## config.mk

```make
export PLATFORM = sky130hd
export DESIGN_NAME = pitch_speed_pwm
export DESIGN_NICKNAME = d
export VERILOG_FILES = /design/src/rtl/pitch_speed_pwm.sv
export SDC_FILE = /design/constraint.sdc
export NUM_CORES = 1
export LEC_CHECK = 0
export CORE_UTILIZATION = 25
export CTS_BUF_LIST = sky130_fd_sc_hd__clkbuf_8
export CTS_CLUSTER_DIAMETER = 30
export CTS_CLUSTER_SIZE = 40
export DETAILED_ROUTE_END_ITERATION = 8
export GPL_TIMING_DRIVEN = 0
export MAX_ROUTING_LAYER = met4
export PLACE_DENSITY = 0.4
export SLEW_MARGIN = 15
export SYNTH_ARGS = -nofsm -noshare
export SYNTH_HDL_FRONTEND = slang
export SYNTH_SLANG_ARGS = --single-unit
```

## constraint.sdc

```tcl
create_clock -name clk -period 5.12 [get_ports clk]
set_clock_uncertainty 0.15 [all_clocks]
set_input_delay 1.024 -clock clk [delete_from_list [all_inputs] [get_ports clk]]
set_output_delay 1.024 -clock clk [all_outputs]
set_load 0.01 [all_outputs]
```

## src/rtl/pitch_speed_pwm.sv

```systemverilog
// rtl/pitch_speed_pwm.sv - pitch bin to debounced speed band and slew-limited PWM duty
// Optional feature: PITCH_WATCHDOG_EN (idle watchdog forcing duty to zero)
module pitch_speed_pwm #(
    parameter int BIN_W       = 10,
    parameter int LOW_TH      = 100,
    parameter int HIGH_TH     = 200,
    parameter int CONFIRM_N   = 3,
    parameter int PWM_PERIOD  = 1000,
    parameter int DUTY_SLOW   = 300,
    parameter int DUTY_MED    = 600,
    parameter int DUTY_FAST   = 900,
    parameter int RAMP_STEP   = 10,
    parameter int WDOG_CYCLES = 1843200
) (
    input  logic                                 clk,
    input  logic                                 reset,
    input  logic                                 pitch_valid,
    input  logic [BIN_W-1:0]                     pitch_data,
    output logic [1:0]                           speed,
    output logic                                 speed_change,
    output logic [$clog2(PWM_PERIOD+1)-1:0]      duty,
    output logic                                 pwm_out,
    output logic                                 stale
);
    localparam int DW = $clog2(PWM_PERIOD + 1);
    localparam int AW = $clog2(CONFIRM_N + 1);
    localparam logic [BIN_W-1:0] LOW_B   = BIN_W'(LOW_TH);
    localparam logic [BIN_W-1:0] HIGH_B  = BIN_W'(HIGH_TH);
    localparam logic [DW-1:0]    D_SLOW  = DW'(DUTY_SLOW);
    localparam logic [DW-1:0]    D_MED   = DW'(DUTY_MED);
    localparam logic [DW-1:0]    D_FAST  = DW'(DUTY_FAST);
    localparam logic [DW-1:0]    STEP    = DW'(RAMP_STEP);
    localparam logic [DW-1:0]    LAST    = DW'(PWM_PERIOD - 1);
    localparam logic [AW-1:0]    CONF    = AW'(CONFIRM_N);

    typedef enum logic [1:0] {SLOW = 2'b00, MED = 2'b01, FAST = 2'b10} band_t;

    band_t          speed_q, candidate, band, cand_next;
    logic [AW-1:0]  agree_cnt, agree_next;
    logic [DW-1:0]  pwm_cnt, target, duty_next;
    logic           stale_q;

    always_comb begin
        band = (pitch_data < LOW_B) ? SLOW : (pitch_data >= HIGH_B) ? FAST : MED;
        cand_next  = band;
        agree_next = AW'(1);
        if (band == candidate) begin
            cand_next  = candidate;
            agree_next = (agree_cnt == CONF) ? CONF : agree_cnt + AW'(1);
        end
    end

    // Debounce FSM: the state is the speed register itself
`ifdef PITCH_WATCHDOG_EN
    localparam int IW = $clog2(WDOG_CYCLES + 1);
    localparam logic [IW-1:0] WDOG = IW'(WDOG_CYCLES);
    logic [IW-1:0] idle_cnt;
`endif

    always_ff @(posedge clk or posedge reset) begin
        if (reset) begin
            speed_q      <= SLOW;
            speed_change <= 1'b0;
            candidate    <= SLOW;
            agree_cnt    <= '0;
            stale_q      <= 1'b0;
`ifdef PITCH_WATCHDOG_EN
            idle_cnt     <= '0;
`endif
        end else begin
            speed_change <= 1'b0;
            if (pitch_valid) begin
                candidate <= cand_next;
                agree_cnt <= agree_next;
                stale_q   <= 1'b0;
                if (agree_next == CONF && cand_next != speed_q) begin
                    speed_q      <= cand_next;
                    speed_change <= 1'b1;
                end
`ifdef PITCH_WATCHDOG_EN
                idle_cnt <= '0;
            end else if (idle_cnt != WDOG) begin
                idle_cnt <= idle_cnt + IW'(1);
                // Trip: restart debounce, hold speed, let the ramp take duty to zero
                if (idle_cnt == WDOG - IW'(1)) begin
                    stale_q   <= 1'b1;
                    candidate <= SLOW;
                    agree_cnt <= '0;
                end
`endif
            end
        end
    end

`ifdef PITCH_WATCHDOG_EN
    assign stale = stale_q;
`else
    // No idle counter in this build, so stale is constant 0
    assign stale = stale_q & (WDOG_CYCLES < 0);
`endif
    assign speed = speed_q;

    always_comb begin
        case (speed_q)
            SLOW:    target = D_SLOW;
            MED:     target = D_MED;
            default: target = D_FAST;
        endcase
        if (stale) target = '0;
        duty_next = duty;
        if (duty < target)
            duty_next = (target - duty > STEP) ? duty + STEP : target;
        else if (duty > target)
            duty_next = (duty - target > STEP) ? duty - STEP : target;
    end

    // Duty is only updated on the wrap edge so a period never changes mid-way
    always_ff @(posedge clk or posedge reset) begin
        if (reset) begin
            pwm_cnt <= '0;
            duty    <= '0;
            pwm_out <= 1'b0;
        end else begin
            pwm_out <= (pwm_cnt < duty);
            if (pwm_cnt == LAST) begin
                pwm_cnt <= '0;
                duty    <= duty_next;
            end else begin
                pwm_cnt <= pwm_cnt + DW'(1);
            end
        end
    end
endmodule
```

# == Yosys cells after proc, flatten, opt, wreduce, memory -nomap -nowiden ==
# Index checks and enable logic that the tools add are counted.
# op_classes
muxes,13
reduce_logical,5
n_lt_le_gt_ge,7
add_sub_neg,6
n_eq_ne,6
# ops
operator,n
$mux W10,5
$gt A10 B4 Y1 const B,2
$lt A10 B10 Y1,2
$pmux W10 S2,1
$sub A10 B10 Y10,2
$add A10 B1 Y10 const B,1
$add A10 B4 Y10 const B,1
$eq A10 B10 Y1 const B,1
$ge A10 B8 Y1 const B,1
$gt A10 B10 Y1,1
$lt A10 B7 Y1 const B,1
$mux W2,5
$sub A10 B4 Y10 const B,1
$eq A2 B2 Y1 const B,2
$reduce_and A2 Y1,2
$add A2 B1 Y2 const B,1
$eq A2 B1 Y1 const B,1
$eq A2 B2 Y1,1
$logic_not A2 Y1,1
$mux W1,2
$ne A2 B2 Y1,1
$reduce_bool A2 Y1,1
$logic_and A1 B1 Y1,1
# totals
register_bits,28
output_inout_bits,15

# == Longest topological paths before layout ==
# Gate-level depths: netlist of run 1.
# logic_depth
word_depth,9
depth_mapped,15
depth_no_buf,13

# == Worst setup path after synthesis of run 1 ==
# OpenSTA, ideal clock, no wires.
# synth_path
kind,register -> register
start,reg speed_q[1] (netlist: speed[1])
end,reg duty[5]
setup_slack_ns,1.843
stages_incl_launch_ff,14
required_time_ns,4.850
synth_period_minus_slack_ns,3.277
arrival_ns,3.006
cell_sequence,dfrtp_1 -> buf_2 -> inv_1 -> nand2_1 -> inv_1 -> ha_1 -> buf_4 -> nand4_1 -> o311a_1 -> xnor2_1 -> nor3_4 -> and4bb_1 -> a31oi_1 -> o211a_1
# synth_between
elab_chain_cells,7
# synth_rtl
element,line_no,source
from (decl),38,"band_t speed_q, candidate, band, cand_next;"
from (signal assigned),77,speed_q <= cand_next;
$eq A2 B1 Y1 / $logic_not A2 Y1 (equally long branches),104,case (speed_q)
$pmux W10 S2 (*),104,
$sub A10 B10 Y10,114,duty_next = (duty - target > STEP) ? duty - STEP : target;
$gt A10 B4 Y1,114,
$mux W10,114,
$mux W10,113,else if (duty > target)
$mux W10,111,if (duty < target)
to (signal assigned),127,duty <= duty_next;
to (decl),21,"output logic [$clog2(PWM_PERIOD+1)-1:0] duty,"
# Every way passes the cells marked *; elsewhere a longest branch is shown, timed or not. The select of a mux whose other input is x is not followed.
# A chain may end at the register's enable or synchronous reset.

# == Worst setup path after layout of run 1 ==
# layout_path
start,reg speed_q[1] (netlist: speed[1])
end,reg duty[9]
# The elaborated chain is that of the path after synthesis.

==> impl_metrics.tcl, run 1 <==
set metrics [dict create \
    holdPathStages 1 \
    core_um2 10370 \
    intPower_uw 406.9 \
    cts_hold_buf 0 \
    r2r_cells 14 \
    end_kind "flip-flop" \
    p_clk_frac 0.200 \
    powerDensity_nw_per_um2 215.5 \
    nNetsFinal 390 \
    rsz0062_at_grt "false" \
    synth-main-ff-cell "dfrtp_1" \
    insertion_delay_ns 0.29 \
    synth-edff-count 0 \
    layout-area-overhead-vs-synth_pct 16.92 \
    finalHoldViolCount 0 \
    path_cells "buf_2, inv_1, nand2_1, inv_1, ha_1, buf_4, nand4_1, or2_0, and2_1, a31oi_2, nor2_1, a32o_1, nor3_1, nand2_1" \
    yosys-top-cells-count "nor2_1 (33), dfrtp_1 (27), ha_1 (27)" \
    layout-drive-gt1-share 0.08621 \
    syn_avg_cell_area_um2 8.363 \
    synth_area_leaders "dfrtp_1 (25%), ha_1 (13%), xnor2_1 (5.2%), nor2_1 (4.6%), a21oi_1 (3.4%)" \
    nFillCells 1148 \
    port_buffers 23 \
    num_rows 37 \
    synth_compound_area_frac 0.2160 \
    tightest_slew_ns 0.6111 \
    start_util 0.2581 \
    path_max_fanout 10 \
    fin_crit_sh 0.8332 \
    peakVddDrop_uv 94.00 \
    p_switching_uw 267.4 \
    routed_via_density 4.860 \
    dp_hpwl_um 5855 \
    power_uw 674.4 \
    instances_no_fill 484 \
    synth_warnings 0 \
    synth_top_cell_by_area "dfrtp_1" \
    ys_seq_area_frac 0.2525 \
    worst_setup_path_start_kind "flip-flop" \
    vias 2352 \
    hp-class "flip-flop to flip-flop" \
    cp_slowest_cell "a31oi_2" \
    r2r-end "duty[9]" \
    hold_start "agree_cnt[0]" \
    drc_errors 0 \
    cts-resized-gates 0 \
    cp.required_ns 5.14 \
    syn_area_um2 2676 \
    post-place-ws_ns 0.8500 \
    drtAntennaViolNets 0 \
    pwr-share-seq 0.344 \
    rrSetupSlack_ns 0.85 \
    arrival_ns 4.29 \
    placedCellCount 480 \
    seq_area_um2 675.6 \
    min_period_ns 4.266 \
    clkTransAtPathRegs_ns 0.11 \
    die_w_um 105.5 \
    post_cts_buffers 0 \
    die_y_um 105.5 \
    hold_path_end "agree_cnt[0]" \
    clockBufferDepth 2 \
    synth_top_area_share 0.2525 \
    clock-sinks 27 \
    multi_input_area_um2 1826 \
    fin_hold_ws_ns 0.3292 \
    gp_congestion 0.7954 \
    ctsRootBufferMaster "clkbuf_8" \
    antenna_found_initial 0 \
    cts_tree "yes" \
    routed_wirelength_um 7649 \
    grt_usage 0.1487 \
    h-tree-depth 1 \
    layout_setup_ws_ns 0.8541 \
    wl_per_cell_um 15.80 \
    setup_viol 0 \
    grt_max_degree 28 \
    muxShareOfSynthArea 0.03086 \
    syn-instance-count 320 \
    crit_buf_inv 4 \
    gr-total-overflow 0 \
    synth_top_family_by_area "compound AO/OA/AOI/OAI gates" \
    setup_tns_ns 0 \
    timing.rr.start "speed[1]" \
    dieArea_um2 11120 \
    combPwrFrac 0.456 \
    fmax_mhz 234.4 \
    cts_buffers 3 \
    first_iter_violations 108 \
    path_class "flip-flop to flip-flop" \
    p_sw_frac 0.3966 \
    diodes 0 \
    synth-simple-area-share 0.2137 \
    yosysMostFrequentCell "nor2_1" \
    io_pins 28 \
    dr.pass1.iters 4 \
    status "finished clean" \
    leakage_uw 0.001295 \
    async_flop_share 1.000 \
    slew_headroom 0.5920 \
    cpPeakStageDelay_ns 0.44 \
    ys_seq_elements 27 \
    synth_xor_area_frac 0.08509 \
    synthAdderAreaFrac 0.1337 \
    ys_types 60 \
    grt_pass1_vias 2306 \
    slew_viol_final 0 \
    grt_pass1_wl_um 12670 \
    critPathTopFamily "simple AND/OR/NAND/NOR gates" \
    drv_cap 0 \
]
==> placed cells by master, fill, tap and decap left out, types with 3 or more instances in the layout <==
cell type / synthesis / layout
ha_1: 27 / 27
dfrtp_1: 27 / 27
nand2b_1: 8 / 8
nand4_1: 3 / 3
nor2b_1: 3 / 3
o31ai_1: 4 / 4
nor4_1: 5 / 5
o21ai_0: 13 / 13
buf_2: 5 / 5
clkbuf_8: 0 / 3
xor2_1: 10 / 10
a21o_1: 6 / 6
mux2i_1: 6 / 6
and2_1: 3 / 3
nand3_1: 11 / 11
buf_4: 7 / 7
o21a_1: 4 / 4
xnor2_1: 16 / 16
clkdlybuf4s50_1: 0 / 23
nor2_1: 33 / 33
o211ai_1: 6 / 6
nand2_1: 22 / 22
a31oi_1: 7 / 7
inv_1: 22 / 21
a21oi_1: 18 / 18
nor3_1: 9 / 9
==> cell families after synthesis <==
logic type | Yosys count
xor gates and xnor gates | 26
buffers and inverters | 37
and+or+nand+nor | 111
AOI/OAI and AO/OA | 82
muxes | 8
adders and majority gates | 28
DFF | 27
other | 1
==> routing by layer <==
layer  global-route usage  up-vias  share of wire
met5                    -        -              0
met4              0.01911        0         0.0044
met3              0.02041        5          0.032
met2               0.2350       53           0.45
met1               0.2068     1093           0.51
li1                     -     1201              -
==> registers in the layout (all words and copies together) (netlist names) <==
register	count
agree_cnt	2
pwm_out	1
duty	9
speed	2
speed_change	1
pwm_cnt	10
candidate	2
==> layout make-up <==
| cell class | instances | share of cell area |
|---|---|---|
| Inverter | 23 | 0.02759 |
| Timing Repair Buffer | 23 | 0.07357 |
| Clock inverter | 1 | 0.002399 |
| Clock buffer | 3 | 0.01319 |
| Buffer | 14 | 0.02959 |
| Tap cell | 136 | 0.05438 |
| Sequential cell | 27 | 0.2159 |
| Multi-Input combinational cell | 257 | 0.5834 |
==> power by group through the flow <==
stage	Combinational (µW)	Sequential (µW)	Clock [µW]
after floorplan	225	237	0
after global placement	308	236	0
after detailed placement	305	236	0
after CTS	307	232	141
after global routing	340	233	147
final	308	232	135
==> metrics by stage <==
stage	instance area (µm²)	utilization
6_report	3129	0.3018
4_1_cts	3129	0.3018
3_5_place_dp	3080	0.2971
2_1_floorplan	2680	-
5_1_grt	3129	0.3018
3_3_place_gp	3080	0.2971
==> worst max-delay path by stage <==
stage             start      end  depth (start not counted)
6_report       speed[1]  duty[9]                         14
5_1_grt        speed[1]  duty[9]                         14
4_1_cts        speed[1]  duty[9]                         15
3_5_place_dp   speed[1]  duty[9]                         15
3_3_place_gp   speed[1]  duty[9]                         14
2_1_floorplan  speed[1]  duty[5]                         13
Note: power is estimated with default switching activity, not from simulation.
==> run 2: changes to the inputs <==
Clock period 5.12 ns to 4 ns, I/O delays scaled along.
==> run 2 against run 1 <==
Net effect:
- power grew 32%
- final area grew 2.8%
- highest routed layer unchanged
- critical path depth shrank 2
- non-clock buffer count grew 8
- register-to-register slack lost 0.59 ns
- first-iteration DRC count shrank 10%
- die area is the same
- wire length grew 0.94%
- sequential share of layout area shrank 0.59 points
==> impl_metrics.tcl, run 2 (synthesis results as in run 1) <==
set metrics [dict create \
    status "finished clean" \
    clock-sinks 27 \
    start_util 0.2581 \
    cts_buffers 3 \
    leakage_uw 0.001339 \
    critPathTopFamily "simple AND/OR/NAND/NOR gates" \
    p_clk_frac 0.194 \
    nFillCells 1145 \
    power_uw 888.1 \
    cp.required_ns 4.03 \
    core_um2 10370 \
    drc_errors 0 \
    cts_hold_buf 0 \
    grt_pass1_vias 2298 \
    path_max_fanout 10 \
    num_rows 37 \
    drv_cap 0 \
    gr-total-overflow 0 \
    routed_via_density 4.833 \
    die_w_um 105.5 \
    cpPeakStageDelay_ns 0.40 \
    final_common_cell "nor2_1" \
    largest_registers "pwm_cnt (10), duty (9)" \
    io_pins 28 \
    post-place-ws_ns -0.2700 \
    setup_tns_ns 0 \
    timing.rr.start "speed[1]" \
    p_switching_uw 351.5 \
    crit_buf_inv 2 \
    dieArea_um2 11120 \
    nNetsFinal 398 \
    h-tree-depth 1 \
    gp_congestion 0.7954 \
    cp-startpoint "speed[1]" \
    intPower_uw 536.6 \
    critPathCapture "duty[5]" \
    instances_no_fill 492 \
    pwr-share-seq 0.336 \
    layout-drive-gt1-share 0.1180 \
    antenna_found_initial 0 \
    final_cell_mix "nor2_1 (33), ha_1 (27), dfrtp_1 (27), clkdlybuf4s50_1 (23), nand2_1 (21)" \
    p_sw_frac 0.3958 \
    top_register "pwm_cnt" \
    slew_headroom 0.5925 \
    rrSetupSlack_ns 0.26 \
    cp.depth 12 \
    vias 2378 \
    fmax_mhz 267.3 \
    r2r-end "duty[5]" \
    diodes 0 \
    die_y_um 105.5 \
    layout_setup_ws_ns 0.2594 \
    fin_crit_sh 0.9351 \
    routed_wirelength_um 7721 \
    largest_register_ffs 10 \
    peakVddDrop_uv 120.9 \
    placedCellCount 480 \
    worst_setup_path_start_kind "flip-flop" \
    grt_usage 0.1487 \
    arrival_ns 3.77 \
    tightest_slew_ns 0.6103 \
    port_buffers 23 \
    dr.pass1.iters 5 \
    finalHoldViolCount 0 \
    path_cells "clkbuf_4, or2_2, inv_1, ha_1, a21oi_1, nor2_1, nor4_2, nand3_1, nor3_4, and4bb_1, a31oi_1, o211a_1" \
    clockBufferDepth 2 \
    cp_slowest_cell "dfrtp_1" \
    end_kind "flip-flop" \
    grt_pass1_wl_um 12670 \
    min_period_ns 3.741 \
    postLayoutCoreUtil 0.3102 \
    rsz0062_at_grt "false" \
    layout-area-overhead-vs-synth_pct 20.20 \
    setup_viol 0 \
    wl_per_cell_um 15.69 \
    hp-class "flip-flop to flip-flop" \
    clkTransAtPathRegs_ns 0.11 \
    insertion_delay_ns 0.29 \
    grt_max_degree 28 \
    first_iter_violations 97 \
    slew_viol_final 0 \
    cts_tree "yes" \
    r2r_cells 12 \
    path_class "flip-flop to flip-flop" \
    dp_hpwl_um 5855 \
    drtAntennaViolNets 0 \
    ctsRootBufferMaster "clkbuf_8" \
    powerDensity_nw_per_um2 276.1 \
    combPwrFrac 0.470 \
]
## run 2: per-layer routing
metal	global-route usage	up-vias	wire length (µm)
li1	-	1224	-
met5	-	-	0
met2	0.2354	52	3492
met3	0.02041	5	263
met1	0.2068	1097	3931
met4	0.01811	0	34
## run 2: worst min-delay path by stage
stage	from	end	cells after the start
finish	agree_cnt[0]	agree_cnt[0]	1
global route	agree_cnt[0]	agree_cnt[0]	1
CTS	agree_cnt[0]	agree_cnt[0]	1
detailed placement	agree_cnt[0]	agree_cnt[0]	1
global placement	agree_cnt[0]	agree_cnt[0]	1
floorplan	agree_cnt[0]	agree_cnt[0]	1
## run 2: power groups by stage
stage               combinational [µW]  sequential (µW)  clock (µW)
floorplan                          288              303           0
global placement                   394              302           0
detailed placement                 391              302           0
CTS                                396              298         180
global route                       458              300         188
finish                             418              298         172
## run 2: area by class of cell
cell class                      count  area (µm²)  share of cell area
Timing Repair Buffer               31       290.3             0.09024
Tap cell                          136       170.2             0.05290
Multi-Input combinational cell    257        1842              0.5725
Inverter                           23       93.84             0.02917
Sequential cell                    27       675.6              0.2100
Clock buffer                        3       41.29             0.01284
Buffer                             14       96.34             0.02995
Clock inverter                      1       7.507            0.002334
## run 2: per-stage QoR
| stage | hold slack (ns) | area [µm²] |
|---|---|---|
| floorplan | 0.2902 | 2680 |
| global route | 0.3537 | 3217 |
| detailed placement | 0.3171 | 3080 |
| finish | 0.3293 | 3217 |
| CTS | 0.3338 | 3147 |
| global placement | 0.3154 | 3080 |
## run 2: timing repair
| action | 4_1_cts | 5_1_grt |
|---|---|---|
| endpoints found under the setup margin | 9 | 8 |
| pin swaps | 1 | 1 |
| setup buffers | 0 | 8 |
| gates resized for setup | 4 | 3 |
==> run 3: changes to the inputs <==
Settings changed: CAP_MARGIN from default to 20.
==> run 3 against run 2 <==
Net effect:
- power is 0.12% lower
- die area did not move
- largest cell class unchanged
- wire length decreased by 0.57%
- highest routed layer unchanged
- clock-buffer cell count unchanged
==> impl_metrics.tcl, run 3 (synthesis results as in run 1) <==
set metrics [dict create \
    status "finished clean" \
    slew_headroom 0.6181 \
    pwr-share-seq 0.337 \
    insertion_delay_ns 0.28 \
    die_w_um 105.5 \
    rsz0062_at_grt "false" \
    top_register "pwm_cnt" \
    clock-sinks 27 \
    slew_viol_final 0 \
    powerDensity_nw_per_um2 273.6 \
    critPathTopFamily "simple AND/OR/NAND/NOR gates" \
    layout-area-overhead-vs-synth_pct 21.13 \
    setup_viol 0 \
    clkTransAtPathRegs_ns 0.10 \
    gr-total-overflow 0 \
    hp-class "flip-flop to flip-flop" \
    cts_hold_buf 0 \
    crit_buf_inv 3 \
    intPower_uw 538.4 \
    nNetsFinal 398 \
    die_y_um 105.5 \
    cp_slowest_cell "dfrtp_1" \
    p_sw_frac 0.3930 \
    drc_errors 0 \
    h-tree-depth 1 \
    tightest_slew_ns 0.5723 \
    routed_via_density 4.819 \
    final_common_cell "nor2_1" \
    fin_crit_sh 0.9028 \
    cp.required_ns 4.01 \
    min_period_ns 3.611 \
    drv_cap 0 \
    antenna_found_initial 0 \
    ctsRootBufferMaster "clkbuf_8" \
    fin_hold_ws_ns 0.3288 \
    layout-drive-gt1-share 0.1180 \
    port_buffers 23 \
    end_kind "flip-flop" \
    first_iter_violations 156 \
    setup_tns_ns 0 \
    diodes 0 \
    num_rows 37 \
    core_um2 10370 \
    peakVddDrop_uv 116.6 \
    final_cell_mix "nor2_1 (33), ha_1 (27), dfrtp_1 (27), clkdlybuf4s50_1 (23), nand2_1 (21)" \
    cts_tree "yes" \
    routed_wirelength_um 7677 \
    dieArea_um2 11120 \
    cts_buffers 3 \
    cpPeakStageDelay_ns 0.39 \
    power_uw 887.0 \
    path_max_fanout 10 \
    p_clk_frac 0.186 \
    p_switching_uw 348.6 \
    grt_pass1_vias 2344 \
    clockBufferDepth 2 \
    start_util 0.2581 \
    grt_pass1_wl_um 12830 \
    grt_usage 0.1502 \
    grt_max_degree 17 \
    io_pins 28 \
    dr.pass1.iters 4 \
    drtAntennaViolNets 0 \
    largest_registers "pwm_cnt (10), duty (9)" \
    wl_per_cell_um 15.60 \
    combPwrFrac 0.478 \
    largest_register_ffs 10 \
    gp_congestion 0.7954 \
    vias 2371 \
    path_class "flip-flop to flip-flop" \
    path_cells "clkbuf_4, or2_2, inv_1, ha_1, a21oi_1, nor2_1, nor4_2, nand3_1, nor3_4, buf_4, nor4_1, nor3_1, nand2_1" \
    fmax_mhz 276.9 \
    arrival_ns 3.63 \
    finalHoldViolCount 0 \
    worst_setup_path_start_kind "flip-flop" \
    dp_hpwl_um 5921 \
    leakage_uw 0.001357 \
]
==> run 3: layout make-up <==
type | instances | area, µm²
well taps | 136 | 170.2
clock buffers | 3 | 41.29
fillers | 1130 | 7128
flip-flops and latches | 27 | 675.6
multi-input cells | 257 | 1849
plain buffers | 14 | 96.34
clock inverters | 1 | 5.005
repair buffers | 31 | 310.3
inverters | 23 | 93.84
==> run 3: what timing repair did <==
item,CTS,global route
gates resized for setup,3,5
pin swaps,1,0
setup endpoints to repair,9,9
buffers inserted,1,6
==> run 3: stage by stage <==
step	instances	setup WS [ns]	instance area, µm²	utilization
after floorplan	321	0.7233	2680	-
after global placement	480	-0.3155	3080	0.2971
after detailed placement	481	-0.3488	3108	0.2997
after CTS	486	0.04781	3174	0.3061
after global routing	492	0.1091	3242	0.3126
final	492	0.3888	3242	0.3126
==> run 3: path summary, 6_finish.rpt <==
| check | from | end | slack (ns) | cells past startpoint |
|---|---|---|---|---|
| min in group asynchronous | reset | agree_cnt[0] | 0.71 | 2 |
| max in group asynchronous | reset | duty[5] | 2.50 | 3 |
| setup / recovery | speed[1] | duty[9] | 0.39 | 13 |
| hold reg to reg | agree_cnt[0] | agree_cnt[0] | 0.33 | 1 |
| hold / removal | agree_cnt[0] | agree_cnt[0] | 0.33 | 1 |
| setup reg to reg | speed[1] | duty[9] | 0.39 | 13 |
==> run 3: power by group through the flow <==
| stage | Sequential, µW | Clock, µW | Combinational (µW) |
|---|---|---|---|
| floorplan | 303 | 0 | 288 |
| global placement | 302 | 0 | 394 |
| detailed placement | 302 | 0 | 395 |
| CTS | 298 | 177 | 399 |
| global route | 300 | 183 | 469 |
| finish | 299 | 165 | 424 |
==> run 3: worst register-to-register path, cell delays in order, from the launching register on <==
cell and delay (ns):
dfrtp_1 0.39, clkbuf_4 0.22, or2_2 0.36, inv_1 0.19
ha_1 0.33, a21oi_1 0.31, nor2_1 0.12, nor4_2 0.32
nand3_1 0.20, nor3_4 0.25, buf_4 0.23, nor4_1 0.08
nor3_1 0.26, nand2_1 0.09
==> run 3: routing by layer <==
metal / up-vias / track usage / wire, µm
met5: - / - / 0
met1: 1101 / 0.2110 / 3911
met2: 53 / 0.2368 / 3494
met3: 2 / 0.02041 / 249
met4: 0 / 0.01509 / 23
li1: 1215 / - / -
